==> src/rtl/fetch_pkg.sv <==
// Shared types and constants for the instruction fetch controller.
// Holds the fetch FSM state encoding and the default reset fetch address.
// No logic: pure declarations imported by the fetch RTL files.
package fetch_pkg;

  typedef enum logic [1:0] {
    ST_IDLE  = 2'd0,
    ST_RUN   = 2'd1,
    ST_FAULT = 2'd2
  } fetch_state_e;

  localparam logic [31:0] FETCH_RESET_PC = 32'h0000_0000;

endpackage

==> src/rtl/fetch_ctrl_if.sv <==
// Instruction memory read bus between the fetch controller and imem.
// Latency: none, wires only.
// Backpressure: a read completes only in a cycle with both req and ack high.
interface fetch_ctrl_if;
  logic        o_imem_req;
  logic [31:0] o_imem_addr;
  logic        i_imem_ack;
  logic [31:0] i_imem_rdata;

  modport master (
    output o_imem_req,
    output o_imem_addr,
    input  i_imem_ack,
    input  i_imem_rdata
  );

  modport slave (
    input  o_imem_req,
    input  o_imem_addr,
    output i_imem_ack,
    output i_imem_rdata
  );
endinterface

==> src/rtl/fetch_ctrl_add4.sv <==
// Sequential-pc incrementer: the address of the next word.
// Latency: combinational.
// Backpressure: none; 32-bit wrap from 0xFFFF_FFFC to 0 is intended.
module F_add4 (
  input  logic [31:0] i_a,
  output logic [31:0] o_sum
);
  assign o_sum = i_a + 32'd4;
endmodule

==> src/rtl/fetch_ctrl.sv <==
// Instruction fetch controller: reads imem at pc, buffers one word for decode.
// Latency: first request one cycle after reset release; word visible the cycle after its ack.
// Backpressure: a held (stalled) buffer blocks new requests; redirects flush and retarget.
module fetch_ctrl
  import fetch_pkg::*;
#(
  parameter logic [31:0] RESET_PC = FETCH_RESET_PC
) (
  input  logic        i_clk,
  input  logic        i_nrst,
  input  logic        i_stall,
  input  logic        i_redirect,
  input  logic [31:0] i_redirect_addr,
  fetch_ctrl_if.master imem,
  output logic        o_valid,
  output logic [31:0] o_instr,
  output logic [31:0] o_pc,
  output logic        o_flush,
  output logic        o_fault
);

  fetch_state_e r_state;
  fetch_state_e w_state_nxt;
  logic [31:0]  r_pc;
  logic [31:0]  w_pc_inc;
  logic         r_valid;
  logic [31:0]  r_instr;
  logic [31:0]  r_opc;
  logic         r_flush;
  logic         r_fault;
  logic         w_req;
  logic         w_xfer;
  logic         w_redir_ok;
  logic         w_redir_bad;

  F_add4 u_add4 (
    .i_a   (r_pc),
    .o_sum (w_pc_inc)
  );

  // State register; reset always restarts in IDLE.
  always_ff @(posedge i_clk or negedge i_nrst) begin
    if (!i_nrst) begin
      r_state <= ST_IDLE;
    end else begin
      r_state <= w_state_nxt;
    end
  end

  // Next state, request and redirect classification; a redirect suppresses the request.
  always_comb begin
    w_state_nxt = r_state;
    w_req       = 1'b0;
    w_xfer      = 1'b0;
    w_redir_ok  = 1'b0;
    w_redir_bad = 1'b0;
    case (r_state)
      ST_IDLE: begin
        w_state_nxt = ST_RUN;
      end
      ST_RUN: begin
        if (i_redirect) begin
          if (i_redirect_addr[1:0] == 2'b00) begin
            w_redir_ok = 1'b1;
          end else begin
            w_redir_bad = 1'b1;
            w_state_nxt = ST_FAULT;
          end
        end else begin
          w_req  = ~r_valid | ~i_stall;
          w_xfer = w_req & imem.i_imem_ack;
        end
      end
      ST_FAULT: begin
        w_state_nxt = ST_FAULT;
      end
      default: begin
        w_state_nxt = ST_IDLE;
      end
    endcase
  end

  // pc, output buffer, flush pulse and sticky fault; redirect outranks transfer and stall.
  always_ff @(posedge i_clk or negedge i_nrst) begin
    if (!i_nrst) begin
      r_pc    <= RESET_PC;
      r_valid <= 1'b0;
      r_instr <= 32'h0;
      r_opc   <= 32'h0;
      r_flush <= 1'b0;
      r_fault <= 1'b0;
    end else begin
      r_flush <= w_redir_ok | w_redir_bad;
      if (w_redir_ok) begin
        r_pc    <= i_redirect_addr;
        r_valid <= 1'b0;
      end else if (w_redir_bad) begin
        r_fault <= 1'b1;
        r_valid <= 1'b0;
      end else if (w_xfer) begin
        r_instr <= imem.i_imem_rdata;
        r_opc   <= r_pc;
        r_valid <= 1'b1;
        r_pc    <= w_pc_inc;
      end else if ((r_state != ST_RUN) || !i_stall) begin
        r_valid <= 1'b0;
      end
    end
  end

  assign imem.o_imem_req  = w_req;
  assign imem.o_imem_addr = r_pc;
  assign o_valid          = r_valid;
  assign o_instr          = r_instr;
  assign o_pc             = r_opc;
  assign o_flush          = r_flush;
  assign o_fault          = r_fault;

endmodule

==> src/flat_wrapper.sv <==
// flat-port wrapper written by rule: the top's interface ports become plain ports
module fetch_ctrl_flat import fetch_pkg::*;
#(
  parameter logic [31:0] RESET_PC = FETCH_RESET_PC
)
  (i_clk, i_nrst, i_stall, i_redirect, i_redirect_addr, o_valid, o_instr, o_pc, o_flush, o_fault, imem_o_imem_req, imem_o_imem_addr, imem_i_imem_ack, imem_i_imem_rdata);
  fetch_ctrl_if imem_i ();
  input  logic i_clk;
  input  logic i_nrst;
  input  logic i_stall;
  input  logic i_redirect;
  input  logic [31:0] i_redirect_addr;
  output logic o_valid;
  output logic [31:0] o_instr;
  output logic [31:0] o_pc;
  output logic o_flush;
  output logic o_fault;
  output wire logic [$bits(imem_i.o_imem_req)-1:0] imem_o_imem_req;
  output wire logic [$bits(imem_i.o_imem_addr)-1:0] imem_o_imem_addr;
  input wire logic [$bits(imem_i.i_imem_ack)-1:0] imem_i_imem_ack;
  input wire logic [$bits(imem_i.i_imem_rdata)-1:0] imem_i_imem_rdata;
  assign imem_o_imem_req = imem_i.o_imem_req;
  assign imem_o_imem_addr = imem_i.o_imem_addr;
  assign imem_i.i_imem_ack = imem_i_imem_ack;
  assign imem_i.i_imem_rdata = imem_i_imem_rdata;
  fetch_ctrl #(.RESET_PC(RESET_PC)) u_core (.i_clk(i_clk), .i_nrst(i_nrst), .i_stall(i_stall), .i_redirect(i_redirect), .i_redirect_addr(i_redirect_addr), .imem(imem_i), .o_valid(o_valid), .o_instr(o_instr), .o_pc(o_pc), .o_flush(o_flush), .o_fault(o_fault));
endmodule
==> config.mk <==
export PLATFORM = sky130hd
export DESIGN_NAME = fetch_ctrl_flat
export DESIGN_NICKNAME = d
export VERILOG_FILES = /design/src/rtl/fetch_pkg.sv /design/src/rtl/fetch_ctrl_if.sv /design/src/rtl/fetch_ctrl_add4.sv /design/src/rtl/fetch_ctrl.sv /design/src/flat_wrapper.sv
export SDC_FILE = /design/constraint.sdc
export NUM_CORES = 1
export LEC_CHECK = 0
export ABC_AREA = 1
export CAP_MARGIN = 40
export CORE_AREA = 2 2 94 141
export CTS_CLUSTER_DIAMETER = 150
export DETAILED_ROUTE_END_ITERATION = 12
export DIE_AREA = 0 0 96 143
export MAX_ROUTING_LAYER = met4
export PLACE_DENSITY_LB_ADDON = 0.08
export SKIP_CTS_REPAIR_TIMING = 1
export SLEW_MARGIN = 20
export SYNTH_ARGS = -nofsm -noshare
export SYNTH_HDL_FRONTEND = slang
export SYNTH_SLANG_ARGS = --single-unit
==> constraint.sdc <==
create_clock -name i_clk -period 1.97 [get_ports i_clk]
set_input_delay 0.2955 -clock i_clk [delete_from_list [all_inputs] [get_ports i_clk]]
set_output_delay 0.2955 -clock i_clk [all_outputs]
set_load 0.03 [all_outputs]
---- After elaboration in Yosys (flattened, before gate mapping) ----
Index checks and enable logic that the tools add are counted.
storage, ports and cells
  register bits ........................... 101
  word-level logic and storage cells ...... 51
  output and inout bits ................... 100
cells by class
  reductions and logical operators ........ 10
  bitwise logic cells ..................... 7
  equal/unequal tests ..................... 6
  muxes and demuxes ....................... 20
  add/subtract/negate cells ............... 1
operators by type and width
  cell                                                                      count
  32-bit two-way mux                                                        3
  32-bit by 3-bit adder with 32-bit output (second input constant)          1
  1-bit two-way mux                                                         14
  2-bit one-hot mux with 3 select lines                                     1
  2-bit AND reduction                                                       3
  2-bit zero test                                                           2
  2-bit two-way mux                                                         2
  2-bit by 1-bit inequality test with 1-bit output (second input constant)  2
  2-bit inequality test (second input constant)                             2
  1-bit inverter                                                            4
  4-bit nonzero test                                                        1
  3-bit AND reduction                                                       1
  2-bit by 1-bit equality test with 1-bit output (second input constant)    1
  2-bit equality test (second input constant)                               1
  1-bit OR                                                                  2
  2-bit nonzero test                                                        1
  1-bit bitwise AND                                                         1
  1-bit zero test                                                           1
  1-bit logical OR                                                          1

---- Longest topological paths before layout ----
Gate-level depths: netlist (run 1).
  depth after elaboration ................. 8
  depth in mapped cells ................... 11

---- Cells and area by module ----
Synthesis (run 1) repeated with hierarchy kept, for this count alone.
unflattened totals
  cells, all modules ...................... 712
  area, all modules ....................... 5232.5 µm²
modules (own cells, without submodules)
  module      instances  seq. area each (µm²)  area each (µm²)  cells an instance
  fetch_ctrl  1          2527.4                4322.9           535
  F_add4      1          0.0                   909.6            177

---- Worst setup path after synthesis (run 1) ----
Ideal clock, no wire load.
  kind .................................... register -> register
  start point ............................. register u_core.r_pc[2], in the netlist u_core.imem.o_imem_addr[2]
  end point ............................... register u_core.r_pc[26], in the netlist u_core.imem.o_imem_addr[26]
  path buffers ............................ 0
  required time ........................... 1.853 ns
  stages on the path, launching flop included .. 11
  clock period less this slack ............ 1.648 ns
  setup slack ............................. 0.322 ns
  arrival ................................. 1.531 ns
  cells stage by stage .................... dfrtp_1 > ha_1 > nand2_2 > nor2_4 > nand2_4 > nor2_4 > nand2_1 > nand2_1 > nand3_1 > nand2_1 > nand2_1
on the way
  word-level cells in the longest chain between the ends .. 4
RTL lines
  what                                      RTL line              RTL
  from (decl)                               fetch_ctrl.sv:24      logic [31:0] r_pc;
  from (signal assigned)                    fetch_ctrl.sv:95      r_pc <= i_redirect_addr;
  from (signal assigned)                    fetch_ctrl.sv:104     r_pc <= w_pc_inc;
  32-bit by 3-bit adder with 32-bit output  fetch_ctrl_add4.sv:8  assign o_sum = i_a + 32'd4;
  32-bit two-way mux                        fetch_ctrl.sv:100     end else if (w_xfer) begin
  32-bit two-way mux                        fetch_ctrl.sv:97      end else if (w_redir_bad) begin
  32-bit two-way mux                        fetch_ctrl.sv:94      if (w_redir_ok) begin
No other way between the ends. The select of a mux whose other input is x is not followed.
A chain may end at the register's enable or synchronous reset.

---- Worst setup path in the final report (run 1) ----
  start point ............................. register u_core.r_pc[2], in the netlist u_core.imem.o_imem_addr[2]
  end point ............................... output port imem_o_imem_addr[2]
RTL lines
  what       RTL line            RTL
  to (decl)  flat_wrapper.sv:19  output wire logic [$bits(imem_i.o_imem_addr)-1:0] imem_o_imem_addr;
No word-level cell between the ends.

==> results of run 1 <==
-- layer usage --
| metal | part of all wire | up-vias | global-route usage | wire length, um |
|---|---|---|---|---|
| met1 | 0.40 | 2179 | 0.256 | 5670 |
| met2 | 0.51 | 154 | 0.364 | 7260 |
| met5 | 0 | - | - | 0 |
| met4 | 0.016 | 0 | 0.0594 | 219 |
| li1 | - | 2311 | - | - |
| met3 | 0.068 | 14 | 0.0565 | 953 |
-- logic make-up (layout without fill, tap and decap cells) --
group	after synthesis	after routing	share of synthesized area
DFF	101	101	0.520
and+or+nand+nor	389	389	0.326
AOI/OAI and AO/OA	66	66	0.0749
adders and majority gates	3	3	0.00772
buffers and inverters	69	242	0.0638
xor gates and xnor gates	4	4	0.00721
-- path summary, 6_finish.rpt --
check | from | end | slack, ps | cells past startpoint
max | u_core.imem.o_imem_addr[2] | imem_o_imem_addr[2] | 110 | 1
min | i_nrst | u_core.o_pc[8] | 440 | 2
max reg2reg | u_core.r_state[0] | u_core.imem.o_imem_addr[3] | 210 | 7
min reg2reg | u_core.o_instr[13] | u_core.o_instr[13] | 480 | 2
max in group asynchronous | i_nrst | u_core.o_instr[18] | 880 | 3
min in group i_clk | u_core.o_instr[13] | u_core.o_instr[13] | 480 | 2
-- metrics by stage --
stage | utilization | setup slack (ps) | TNS (ps)
6_report | 0.567 | 105 | 0
5_1_grt | 0.567 | 48.9 | 0
4_1_cts | 0.566 | -207 | -207
3_5_place_dp | 0.541 | 34.8 | 0
3_3_place_gp | 0.541 | 35.1 | 0
2_1_floorplan | - | 322 | 0
-- cell type report --
class,instances,area share
tap,156,0.0276
timing repair buffer,182,0.260
clock inverter,5,0.00833
inverter,44,0.0236
multi-input combinational,462,0.286
sequential,101,0.358
clock buffer,11,0.0358
-- power by group --
group | total [mW] | internal (mW) | switching, mW | leakage (nW)
Combinational | 5.94 | 2.41 | 3.53 | 1.86
Sequential | 3.86 | 3.03 | 0.830 | 1.29
Clock | 1.85 | 1.05 | 0.799 | 0.148
Total | 11.7 | 6.50 | 5.16 | 3.29
-- synthesized netlist by cell type (all sizes together) --
master  count
inv        43
o21bai      1
ha          3
nor2       72
clkbuf      9
xor2        4
a31oi       1
or2         1
clkinv      1
buf        16
o21ai      43
o211ai      5
and2        1
a21oi       9
nor3        2
a211oi      1
o22ai       5
nand2     275
dfrtp     101
nand4       1
nand3      37
o311ai      1
-- placed cells by master (no fill, tap or decap), types with 2 or more instances in the layout --
cell,instances
nand2_1,269
clkdlybuf4s50_1,166
dfrtp_1,101
nor2_1,62
o21ai_0,43
inv_1,41
nand3_1,37
buf_4,10
a21oi_1,9
clkbuf_16,9
nand2_2,5
nor2_4,5
nor2_2,5
o22ai_1,5
o211ai_1,5
xor2_1,4
buf_12,4
ha_1,3
inv_2,2
clkinv_2,2
nor3_1,2
clkbuf_8,2
clkinvlp_4,2
-- sequential cells by signal (all words and copies together), names as in the netlist --
register,flops
u_core.imem.o_imem_addr,32
u_core.o_fault,1
u_core.o_flush,1
u_core.o_instr,32
u_core.o_pc,32
u_core.o_valid,1
u_core.r_state,2
==> results.txt, run 1 <==
Fmax: 0.536 GHz
H-tree Lvls: 3
LEAKAGE: 3.29 nW
outcome: finished, final reports clean
Syn Area/Cell: 7.69 um2
drc violations: 0
Inst Count DP: 944
Fillers: 1165
Crit path largest cell delay: 750 ps
Die H: 143 um
Yosys warnings: 0
IO buf count: 168
Crit-path slowest cell: clkdlybuf4s50_1
largest net degree at the start of global routing: 57
Final ANT Viol Nets: 0
Worst VDD drop: 0.801 mV
Ports: 169
mapped cell area: 4860 um2
Total GRT Usage: 0.217
worst path cell trace: clkdlybuf4s50_1
post-DP HPWL: 10400 um
Mapped Nets: 704
Hold Crit Class: primary input to asynchronous set/reset pin
fin area: 7060 um2
Crit Path Max Fanout: 7
Critical Path RT: 1670 ps
Tightest Pin Transition: 432 ps
clk_lat worst skew: 350 ps
drt wl/cell: 14.7 um
Buf/Inv on CP: 1
area occupied by multi-input gates: 2020 um2
largest area contributor in the netlist: dfrtp_1
ANT cells: 0
Yosys reg bits: 101
synth unique cells: 31
Sequential Area: 2530 um2
Num CTS Buffers: 9
skew final: 7.65 ps
final period utilization: 0.947
die area: 13700 um2
Initial DRT Pass Iterations: 5
initial detailed-routing violation count: 168
final hold violations: 0
Max-Cap Viols: 0
Longest Clk Path Bufs: 2
delay-heaviest family, CP: buffers and inverters
Area Growth Syn to Fin: 45.3%
unrepaired setup endpoints after global routing: false
crit path DAT: 1570 ps
core area: 12400 um2
TritonCTS clock tree: built
Remaining Overflow, GRT: 0
via count of the first global-routing pass: 4609
pwr dens: 1650 nW/um2
Setup Crit Path Kind: flop to output pin
global-route wire length before repair: 22500 um
crit path capture type: output pin
layout cells sized above 1: 0.0634
via/cell ratio: 4.85
Final Non-Filler Cells: 961
Startpoint Class: flop
Routed WL: 14100 um
Hold Slack: 435 ps
Die X: 96 um
Post-DP Area: 6740 um2
final setup violation count: 0
top cell type's share of synthesized area: 0.520
Slew Viols, Final: 0
Initial Util: 0.390
fin nets: 872
sequential area share after synthesis: 0.520
clock slew at the register clock pins of the worst setup and hold paths: 70 ps
Tot Pwr: 11.7 mW
Root Driver: clkbuf_16
clock sink count: 101
slew margin rel.: 0.712
total number of vias: 4658
ranking of synthesized cells by area: dfrtp_1 (52%), nand2_1 (21%), nor2_1 (4.8%)
std cell rows: 50
RePlAce Congestion: 0.846
initial antenna violation count: 0
Syn Inst Count: 632
fin crit period: 1860 ps
No activity file was read; power rests on OpenSTA's default activity.
==> inputs of run 2 (changes only) <==
SKIP_CTS_REPAIR_TIMING = not set   (was 1)
==> run 2 against run 1 <==
Sequential share of layout area is essentially flat. Sequential power about the same. Maximum frequency fell by 0.53%. Highest routed layer unchanged.
==> results.txt, run 2 (synthesized netlist as in run 1, its figures left out) <==
outcome: finished, final reports clean
initial detailed-routing violation count: 169
Total GRT Usage: 0.217
die area: 13700 um2
Root Driver: clkbuf_16
fin crit period: 1870 ps
TNS Setup: 0 ps
Hold Crit Class: primary input to asynchronous set/reset pin
global-route wire length before repair: 22500 um
Critical Path RT: 1670 ps
Fillers: 1167
most common cell after layout, fill and taps aside: nand2_1
Slew Viols, Final: 0
largest net degree at the start of global routing: 57
Die H: 143 um
slew margin rel.: 0.711
TritonCTS clock tree: built
final setup violation count: 0
Final ANT Viol Nets: 0
initial antenna violation count: 0
Max-Cap Viols: 0
Ports: 169
drc violations: 0
Num CTS Buffers: 9
most frequent cells in the layout: nand2_1 (269), clkdlybuf4s50_1 (166), dfrtp_1 (101)
fin nets: 872
final period utilization: 0.952
unrepaired setup endpoints after global routing: false
Fmax: 0.533 GHz
Gate power share: 0.510
sw frac: 0.443
ANT cells: 0
delay-heaviest family, CP: buffers and inverters
Sequential Area: 2530 um2
crit path DAT: 1580 ps
clock sink count: 101
Longest Clk Path Bufs: 2
DP Worst Slack: 34.8 ps
Psw: 5.16 mW
via count of the first global-routing pass: 4609
Crit path largest cell delay: 400 ps
core area: 12400 um2
Worst VDD drop: 0.801 mV
r2r setup slk: 210 ps
Startpoint Class: flop
H-tree Lvls: 3
Crit Path Max Fanout: 4
worst path cell trace: inv_1, ha_1, nand2_1, nor2_1, dlygate4sd2_1
pwr dens: 1650 nW/um2
Internal: 6.49 mW
post-DP HPWL: 10400 um
RePlAce Congestion: 0.846
Remaining Overflow, GRT: 0
IO buf count: 168
Buf/Inv on CP: 2
Initial DRT Pass Iterations: 5
Routed WL: 14100 um
post-CTS setup buffer count: 0
Hold Slack: 436 ps
std cell rows: 50
skew final: 7.61 ps
drt wl/cell: 14.7 um
Clk pwr share: 0.159
total number of vias: 4667
Area Growth Syn to Fin: 45.2%
Setup Crit Path Kind: flop to output pin
final hold violations: 0
Initial Util: 0.390
Crit-path slowest cell: dlygate4sd2_1
Die X: 96 um
area occupied by multi-input gates: 2020 um2
crit path capture type: output pin
clock slew at the register clock pins of the worst setup and hold paths: 70 ps
LEAKAGE: 3.28 nW
register share of total power: 0.332
Final WS setup: 95.1 ps
Tightest Pin Transition: 433 ps
layout cells sized above 1: 0.0634
clk_lat worst skew: 350 ps
via/cell ratio: 4.86
Tot Pwr: 11.7 mW
-- run 2: cell types whose count changed in the layout (fill, tap and decap cells not counted) --
| cell | before | now |
|---|---|---|
| dlygate4sd2_1 | 0 | 1 |
| dlymetal6s2s_1 | 1 | 0 |
-- run 2: worst reg2reg max path: cells and delay by family, from the launching register on --
family          cells  cell delay, ps
compound gates      1              50
simple gates        3             620
flops               1             380
buf+inv             2             350
fa+ha+maj           1             240
-- run 2: worst paths after layout --
kind,start,end,depth (start not counted)
max in group asynchronous,i_nrst,u_core.o_instr[18],3
setup reg to reg,u_core.r_state[0],u_core.imem.o_imem_addr[3],7
setup / recovery,u_core.r_state[1],imem_o_imem_req,5
hold reg to reg,u_core.o_instr[13],u_core.o_instr[13],2
min in group i_clk,u_core.o_instr[13],u_core.o_instr[13],2
hold / removal,i_nrst,u_core.o_pc[8],2
-- run 2: repair_timing --
item | CTS | global route
hold buffers | 1 | 0
endpoints found under the hold margin | 30 | 0
endpoints found under the setup margin | 1 | 0
resized for setup | 1 | 0
-- run 2: metal layers --
layer,up-vias,global-route usage,wire (um)
li1,2313,-,-
met1,2185,0.256,5670
met2,153,0.364,7240
met3,16,0.0559,939
met4,0,0.0594,244
met5,-,-,0
-- run 2: area by class of cell --
class / count / share of cell area
clock buffers: 11 / 0.0358
clock inverters: 5 / 0.00833
inverters: 44 / 0.0236
multi-input cells: 462 / 0.287
flip-flops and latches: 101 / 0.358
well taps: 156 / 0.0276
repair buffers: 182 / 0.260
-- run 2: per-stage QoR --
step	utilization	cell area [um2]	cells
2_1_floorplan	-	4860	632
3_3_place_gp	0.541	6740	944
3_5_place_dp	0.541	6740	944
4_1_cts	0.567	7060	961
5_1_grt	0.567	7060	961
6_report	0.567	7060	961
-- run 2: power by group through the flow --
| stage | logic, mW | clock network [mW] | registers (mW) |
|---|---|---|---|
| floorplan | 1.54 | 0 | 5.60 |
| global placement | 5.91 | 0 | 3.85 |
| detailed placement | 5.98 | 0 | 3.88 |
| CTS | 6.01 | 1.89 | 3.87 |
| global route | 6.42 | 1.99 | 4.00 |
| finish | 5.94 | 1.85 | 3.86 |
